### src/rtl/encode_8b10b_multilane.sv
// encode_8b10b_multilane
//   N-lane 8b/10b encoder (IEEE 802.3 Cl.36), all 256 D codes plus the 12 valid
//   K codes. Each lane keeps its own running disparity. Valid/ready handshake on
//   both sides with a single registered output stage (latency 1 clk).
//
//   Parameters:
//     NUM_LANES  number of independent byte lanes per transfer
//     RD_INIT    lane RD after reset (0 = RD-, 1 = RD+)
//   Ports:
//     clk        rising-edge clock
//     reset      asynchronous, active-low reset
//     in_data    lane i byte = in_data[8i+7:8i] (HGFEDCBA, A = bit 0)
//     in_k       per-lane control flag (1 = Kx.y)
//     in_valid   input transfer offered
//     in_ready   encoder can accept this cycle
//     out_code   lane i code = out_code[10i+9:10i] (abcdei fghj, a = bit 9)
//     out_valid  out_code holds an unconsumed code group set
//     out_ready  downstream consumes out_code this cycle
//     rd_out     per-lane RD after the code group now in out_code (1 = RD+)
//     k_err      per-lane invalid-K flag (only with ENCODE_K_CHECK_EN)
//   Build option:
//     ENCODE_K_CHECK_EN  adds k_err; invalid K bytes are replaced by K28.5.
//                        Without it, invalid K bytes are encoded as D codes.

module encode_8b10b_multilane #(
  parameter int unsigned NUM_LANES = 1,
  parameter bit          RD_INIT   = 1'b0
) (
  input  logic                    clk,
  input  logic                    reset,
  input  logic [8*NUM_LANES-1:0]  in_data,
  input  logic [NUM_LANES-1:0]    in_k,
  input  logic                    in_valid,
  output logic                    in_ready,
  output logic [10*NUM_LANES-1:0] out_code,
  output logic                    out_valid,
  input  logic                    out_ready,
  output logic [NUM_LANES-1:0]    rd_out
`ifdef ENCODE_K_CHECK_EN
  ,
  output logic [NUM_LANES-1:0]    k_err
`endif
);

  // 5b/6b RD- column, abcdei with a as MSB
  function automatic logic [5:0] six_neg(input logic [4:0] x);
    logic [5:0] s;
    case (x)
      5'd0:  s = 6'b100111;  5'd1:  s = 6'b011101;  5'd2:  s = 6'b101101;
      5'd3:  s = 6'b110001;  5'd4:  s = 6'b110101;  5'd5:  s = 6'b101001;
      5'd6:  s = 6'b011001;  5'd7:  s = 6'b111000;  5'd8:  s = 6'b111001;
      5'd9:  s = 6'b100101;  5'd10: s = 6'b010101;  5'd11: s = 6'b110100;
      5'd12: s = 6'b001101;  5'd13: s = 6'b101100;  5'd14: s = 6'b011100;
      5'd15: s = 6'b010111;  5'd16: s = 6'b011011;  5'd17: s = 6'b100011;
      5'd18: s = 6'b010011;  5'd19: s = 6'b110010;  5'd20: s = 6'b001011;
      5'd21: s = 6'b101010;  5'd22: s = 6'b011010;  5'd23: s = 6'b111010;
      5'd24: s = 6'b110011;  5'd25: s = 6'b100110;  5'd26: s = 6'b010110;
      5'd27: s = 6'b110110;  5'd28: s = 6'b001110;  5'd29: s = 6'b101110;
      5'd30: s = 6'b011110;  default: s = 6'b101011;
    endcase
    return s;
  endfunction

  // 3b/4b data column used when RD6 is negative (D.x.7 is the P7 form)
  function automatic logic [3:0] four_neg(input logic [2:0] y);
    logic [3:0] f;
    case (y)
      3'd0: f = 4'b1011;  3'd1: f = 4'b1001;  3'd2: f = 4'b0101;  3'd3: f = 4'b1100;
      3'd4: f = 4'b1101;  3'd5: f = 4'b1010;  3'd6: f = 4'b0110;  default: f = 4'b1110;
    endcase
    return f;
  endfunction

  // K28.y 4b group following the RD- 6b group 001111 (i.e. with RD6 positive)
  function automatic logic [3:0] k28_four(input logic [2:0] y);
    logic [3:0] f;
    case (y)
      3'd0: f = 4'b0100;  3'd1: f = 4'b1001;  3'd2: f = 4'b0101;  3'd3: f = 4'b0011;
      3'd4: f = 4'b0010;  3'd5: f = 4'b1010;  3'd6: f = 4'b0110;  default: f = 4'b1000;
    endcase
    return f;
  endfunction

`ifdef ENCODE_K_CHECK_EN
  function automatic logic k_valid(input logic [7:0] b);
    return (b[4:0] == 5'd28) ||
           ((b[7:5] == 3'd7) && ((b[4:0] == 5'd23) || (b[4:0] == 5'd27) ||
                                 (b[4:0] == 5'd29) || (b[4:0] == 5'd30)));
  endfunction
`endif

  // Returns {new_rd, abcdei, fghj}. K bytes outside the valid set fall through to
  // the D path because neither is_k28 nor is_kx7 matches them.
  function automatic logic [10:0] encode_lane(input logic [7:0] b, input logic k,
                                              input logic rd);
    logic [4:0] x;
    logic [2:0] y;
    logic       is_k28, is_kx7, a7, rd6;
    logic [5:0] s;
    logic [3:0] f;
    x      = b[4:0];
    y      = b[7:5];
    is_k28 = k && (x == 5'd28);
    is_kx7 = k && (y == 3'd7) &&
             ((x == 5'd23) || (x == 5'd27) || (x == 5'd29) || (x == 5'd30));
    s = is_k28 ? 6'b001111 : six_neg(x);
    if (x == 5'd7)                s = rd ? 6'b000111 : 6'b111000;
    else if ($countones(s) != 3)  s = rd ? ~s : s;
    rd6 = rd ^ ($countones(s) != 3);
    // A7 avoids a run of five equal bits across the 6b/4b boundary
    a7 = (!rd6 && ((x == 5'd17) || (x == 5'd18) || (x == 5'd20))) ||
         ( rd6 && ((x == 5'd11) || (x == 5'd13) || (x == 5'd14)));
    if (is_k28)                           f = rd6 ? k28_four(y) : ~k28_four(y);
    else if ((y == 3'd7) && (is_kx7 || a7)) f = rd6 ? 4'b1000 : 4'b0111;
    else if (y == 3'd3)                   f = rd6 ? 4'b0011 : 4'b1100;
    else begin
      f = four_neg(y);
      if ($countones(f) != 2) f = rd6 ? ~f : f;
    end
    return {rd6 ^ ($countones(f) != 2), s, f};
  endfunction

  logic [10*NUM_LANES-1:0] code_next;
  logic [NUM_LANES-1:0]    rd_next;
  logic [10:0]             enc;
  logic [7:0]              lane_byte;
  logic                    lane_k;
`ifdef ENCODE_K_CHECK_EN
  logic [NUM_LANES-1:0]    kerr_next;
`endif
  logic                    accept;

  assign in_ready = !out_valid || out_ready;
  assign accept   = in_valid && in_ready;

  // rd_out doubles as the lane RD register: both change only on accept.
  always_comb begin
    code_next = '0;
    rd_next   = '0;
    enc       = '0;
    lane_byte = '0;
    lane_k    = 1'b0;
`ifdef ENCODE_K_CHECK_EN
    kerr_next = '0;
`endif
    for (int unsigned i = 0; i < NUM_LANES; i++) begin
      lane_byte = in_data[8*i +: 8];
      lane_k    = in_k[i];
`ifdef ENCODE_K_CHECK_EN
      if (lane_k && !k_valid(lane_byte)) begin
        kerr_next[i] = 1'b1;
        lane_byte    = 8'hBC;
      end
`endif
      enc                  = encode_lane(lane_byte, lane_k, rd_out[i]);
      code_next[10*i +: 10] = enc[9:0];
      rd_next[i]           = enc[10];
    end
  end

  always_ff @(posedge clk or negedge reset) begin
    if (!reset) begin
      out_valid <= 1'b0;
      out_code  <= '0;
      rd_out    <= {NUM_LANES{RD_INIT}};
`ifdef ENCODE_K_CHECK_EN
      k_err     <= '0;
`endif
    end else if (accept) begin
      out_valid <= 1'b1;
      out_code  <= code_next;
      rd_out    <= rd_next;
`ifdef ENCODE_K_CHECK_EN
      k_err     <= kerr_next;
`endif
    end else if (out_ready) begin
      out_valid <= 1'b0;
    end
  end

endmodule
### config.mk
export PLATFORM = sky130hd
export DESIGN_NAME = encode_8b10b_multilane
export DESIGN_NICKNAME = d
export VERILOG_FILES = /design/src/rtl/encode_8b10b_multilane.sv
export SDC_FILE = /design/constraint.sdc
export NUM_CORES = 1
export LEC_CHECK = 0
export CORE_UTILIZATION = 45
export DETAILED_ROUTE_END_ITERATION = 10
export PLACE_DENSITY_LB_ADDON = 0.05
export SLEW_MARGIN = 20
export SYNTH_ARGS = -nofsm -noshare
export SYNTH_HDL_FRONTEND = slang
export SYNTH_SLANG_ARGS = --single-unit
export TNS_END_PERCENT = 20
### constraint.sdc
create_clock -name clk -period 5.3 [get_ports clk]
set_input_delay 0.795 -clock clk [delete_from_list [all_inputs] [get_ports clk]]
set_output_delay 0.795 -clock clk [all_outputs]
set_load 0.005 [all_outputs]
==> impl_metrics.json <==
{
  "yosys_warnings": 0,
  "clk_latency_ns": 0.24,
  "critPathLaunchType": "input pin",
  "synth-edff-count": 0,
  "first_iter_violations": 161,
  "nets": 354,
  "synth_xor_area_share_pct": 6.68,
  "port_buffers": 25,
  "num_vias": 1960,
  "yosysTopAreaCellShare_pct": 16.4,
  "dr.pass1.iters": 4,
  "initial_utilization_pct": 48.3,
  "synthArstFlopShare_pct": 100,
  "area_growth_pct": 60.7,
  "hold_class": "flop to flop",
  "dpl_cell_area_mm2": 0.00261,
  "slew_violations": 0,
  "clock_path_buffers": 2,
  "holdBufCountCts": 0,
  "drive_gt1_share_pct": 41.2,
  "antenna_found_initial": 0,
  "dp_hpwl_mm": 3.65,
  "rsz0062_at_grt": "true",
  "synth_most_common_cell": "nand2_1",
  "fin_area_mm2": 0.00295,
  "ctsRootBufferMaster": "clkbuf_8",
  "hold_depth": 2,
  "io-pin-count": 26,
  "synth_area_mm2": 0.00184,
  "synth.area.mux_share_pct": 5.52,
  "critical_path_class": "input pin to flop",
  "finalWorstSetupSlack_ns": -2.75,
  "wire_per_inst_um": 14.1,
  "ys_seq_area_share_pct": 16.4,
  "cp_common_cell": "fa_1",
  "htreeDepth": 1,
  "place.gp.congestion": 0.843,
  "finClkSkew_ns": 0.000751,
  "ys_seq_elements": 12,
  "fp.dieH_um": 65.9,
  "cap_viol_max_count": 0,
  "worstRegToRegCells": 23,
  "cp.arrival_ns": 8.22,
  "synth_top_cells_by_count": "28 x nand2_1, 14 x ha_1, 13 x inv_1, 13 x o21ai_0",
  "grt_pass1_wl_mm": 8.46,
  "globalRouteTotalUtil_pct": 25.0,
  "end_kind": "flop",
  "cts_tree": "built",
  "fin_crit_sh_pct": 152,
  "synthAdderAreaFrac_pct": 18.3,
  "tns_ns": -10.41,
  "clock-sinks": 12,
  "routed_wl_mm": 5.15,
  "synth_cell_types": 57,
  "ant_nets": 0,
  "synth_nets": 263,
  "slowest_delay_ns": 0.58,
  "clk_pin_slew_ns": 0.05,
  "crit_buf_inv": 10,
  "synth_cells": 228,
  "min_period_ns": 8.05,
  "synth_top_area_cell": "dfrtp_1",
  "finalHoldViolCount": 0,
  "vias_per_cell": 5.36,
  "cts_made_buffers": 3,
  "antenna_cells": 0,
  "yosys_most_used_dff": "dfrtp_1",
  "die_area_mm2": 0.00434,
  "critPathSlowestCell": "fa_1",
  "utilization_pct": 77.6,
  "drc_errors": 0,
  "setup_viol": 5,
  "status": "complete, but fails checks",
  "synth_compound_area_share_pct": 21.8,
  "synth_simple_gate_area_share_pct": 24.1,
  "rows": 22,
  "synth_top_family_by_area": "simple AND/OR/NAND/NOR gates",
  "slew_headroom_pct": 46.0,
  "first_global_vias": 1927,
  "core_area_mm2": 0.00380,
  "die_w_um": 65.9,
  "grt_remaining_overflow": 0,
  "critPathRequiredTime_ns": 5.47,
  "grt_max_degree": 16,
  "critPathTopFamily": "adder cells",
  "synth.area.top_cells": "dfrtp_1 16%, ha_1 9.5%, fa_1 8.7%, nand2_1 5.7%, o21ai_0 3.5%",
  "syn_avg_cell_area_um2": 8.05,
  "cp_num_cells": 37,
  "violations": "setup timing",
  "crit_fanout": 5,
  "worst_slew_pin_slew_ns": 0.790,
  "fmax_mhz": 124
}
## layout by cell type, fill, tap and decap left out, types with 5 or more instances in the layout
cell | synthesis | layout
fa_1 | 8 | 8
xor2_1 | 7 | 5
nor3_1 | 8 | 8
nand3_1 | 8 | 7
buf_4 | 0 | 73
dfrtp_1 | 12 | 12
nor2_1 | 12 | 11
nand2b_1 | 6 | 6
nand2_1 | 28 | 24
o21ai_0 | 13 | 11
inv_1 | 13 | 9
a21oi_1 | 9 | 7
clkdlybuf4s50_1 | 0 | 20
ha_1 | 14 | 7
xnor2_1 | 7 | 6
## repair_timing
action                     4_1_cts  5_1_grt
pin swaps                       26       12
resized for setup               34        7
setup endpoints to repair        5        5
setup buffers                   12        3
gates cloned                     2        0
## flip-flops by register name (all words and copies together) (netlist names)
register and flops:
rd_out 1, out_code 10, out_valid 1
## worst reg2reg max path, stage by stage (launching register included)
cell      delay, ns
dfrtp_1        0.41
nand2_2        0.16
xor2_2         0.18
o21ai_2        0.08
fa_1           0.54
inv_1          0.05
fa_1           0.47
inv_1          0.04
ha_2           0.16
inv_2          0.04
fa_1           0.38
nand3b_1       0.21
xor2_1         0.17
buf_4          0.16
a211o_1        0.30
buf_4          0.15
o311ai_2       0.08
a22oi_2        0.15
fa_1           0.58
ha_2           0.29
nor2_4         0.11
nand2_2        0.07
xnor2_2        0.13
o21ai_1        0.12
## metrics by stage
| stage | cells | setup WS, ns | hold slack [ns] |
|---|---|---|---|
| floorplan | 228 | -2.66 | 0.470 |
| global placement | 345 | -3.43 | 0.461 |
| detailed placement | 345 | -3.56 | 0.468 |
| CTS | 363 | -2.76 | 0.481 |
| global route | 366 | -3.14 | 0.508 |
| finish | 366 | -2.75 | 0.480 |
## final timing paths
kind	endpoint	slack [ns]	start
setup / recovery	rd_out$_DFFE_PN0P_	-2.75	in_data[1]
hold reg to reg	out_code[5]$_DFFE_PN0P_	0.48	out_code[5]$_DFFE_PN0P_
max in group asynchronous	out_code[5]$_DFFE_PN0P_	4.03	reset
min in group asynchronous	out_code[2]$_DFFE_PN0P_	0.91	reset
setup reg to reg	rd_out$_DFFE_PN0P_	0.19	rd_out$_DFFE_PN0P_
hold / removal	out_code[5]$_DFFE_PN0P_	0.48	out_code[5]$_DFFE_PN0P_
## metal layers
| metal | GRT usage, % | routed length, um | up-vias |
|---|---|---|---|
| met1 | 30.7 | 2270 | 918 |
| met4 | 5.43 | 22 | 0 |
| li1 | - | - | 990 |
| met3 | 3.45 | 177 | 2 |
| met2 | 45.5 | 2680 | 50 |
| met5 | 0 | 0 | - |
## kinds of logic (layout without fill, tap and decap cells)
group / after synthesis / in the layout
XOR/XNOR: 14 / 14
adder cells (fa/ha/maj): 22 / 22
multiplexers: 8 / 8
buffers and inverters: 29 / 119
flip-flops: 12 / 12
AND/OR/NAND/NOR: 86 / 86
AO/OA/AOI/OAI: 57 / 57
## area by class of cell
type                            count  area [um^2]
Tap cell                           48         60.1
Multi-Input combinational cell    187         1630
Sequential cell                    12          300
Fill cell                         273          850
Inverter                           15         65.1
Timing Repair Buffer              100          843
Clock buffer                        4         55.1
Power is not shown: default switching activity piles up to over one toggle a cycle in this logic, so the estimate is an artifact.
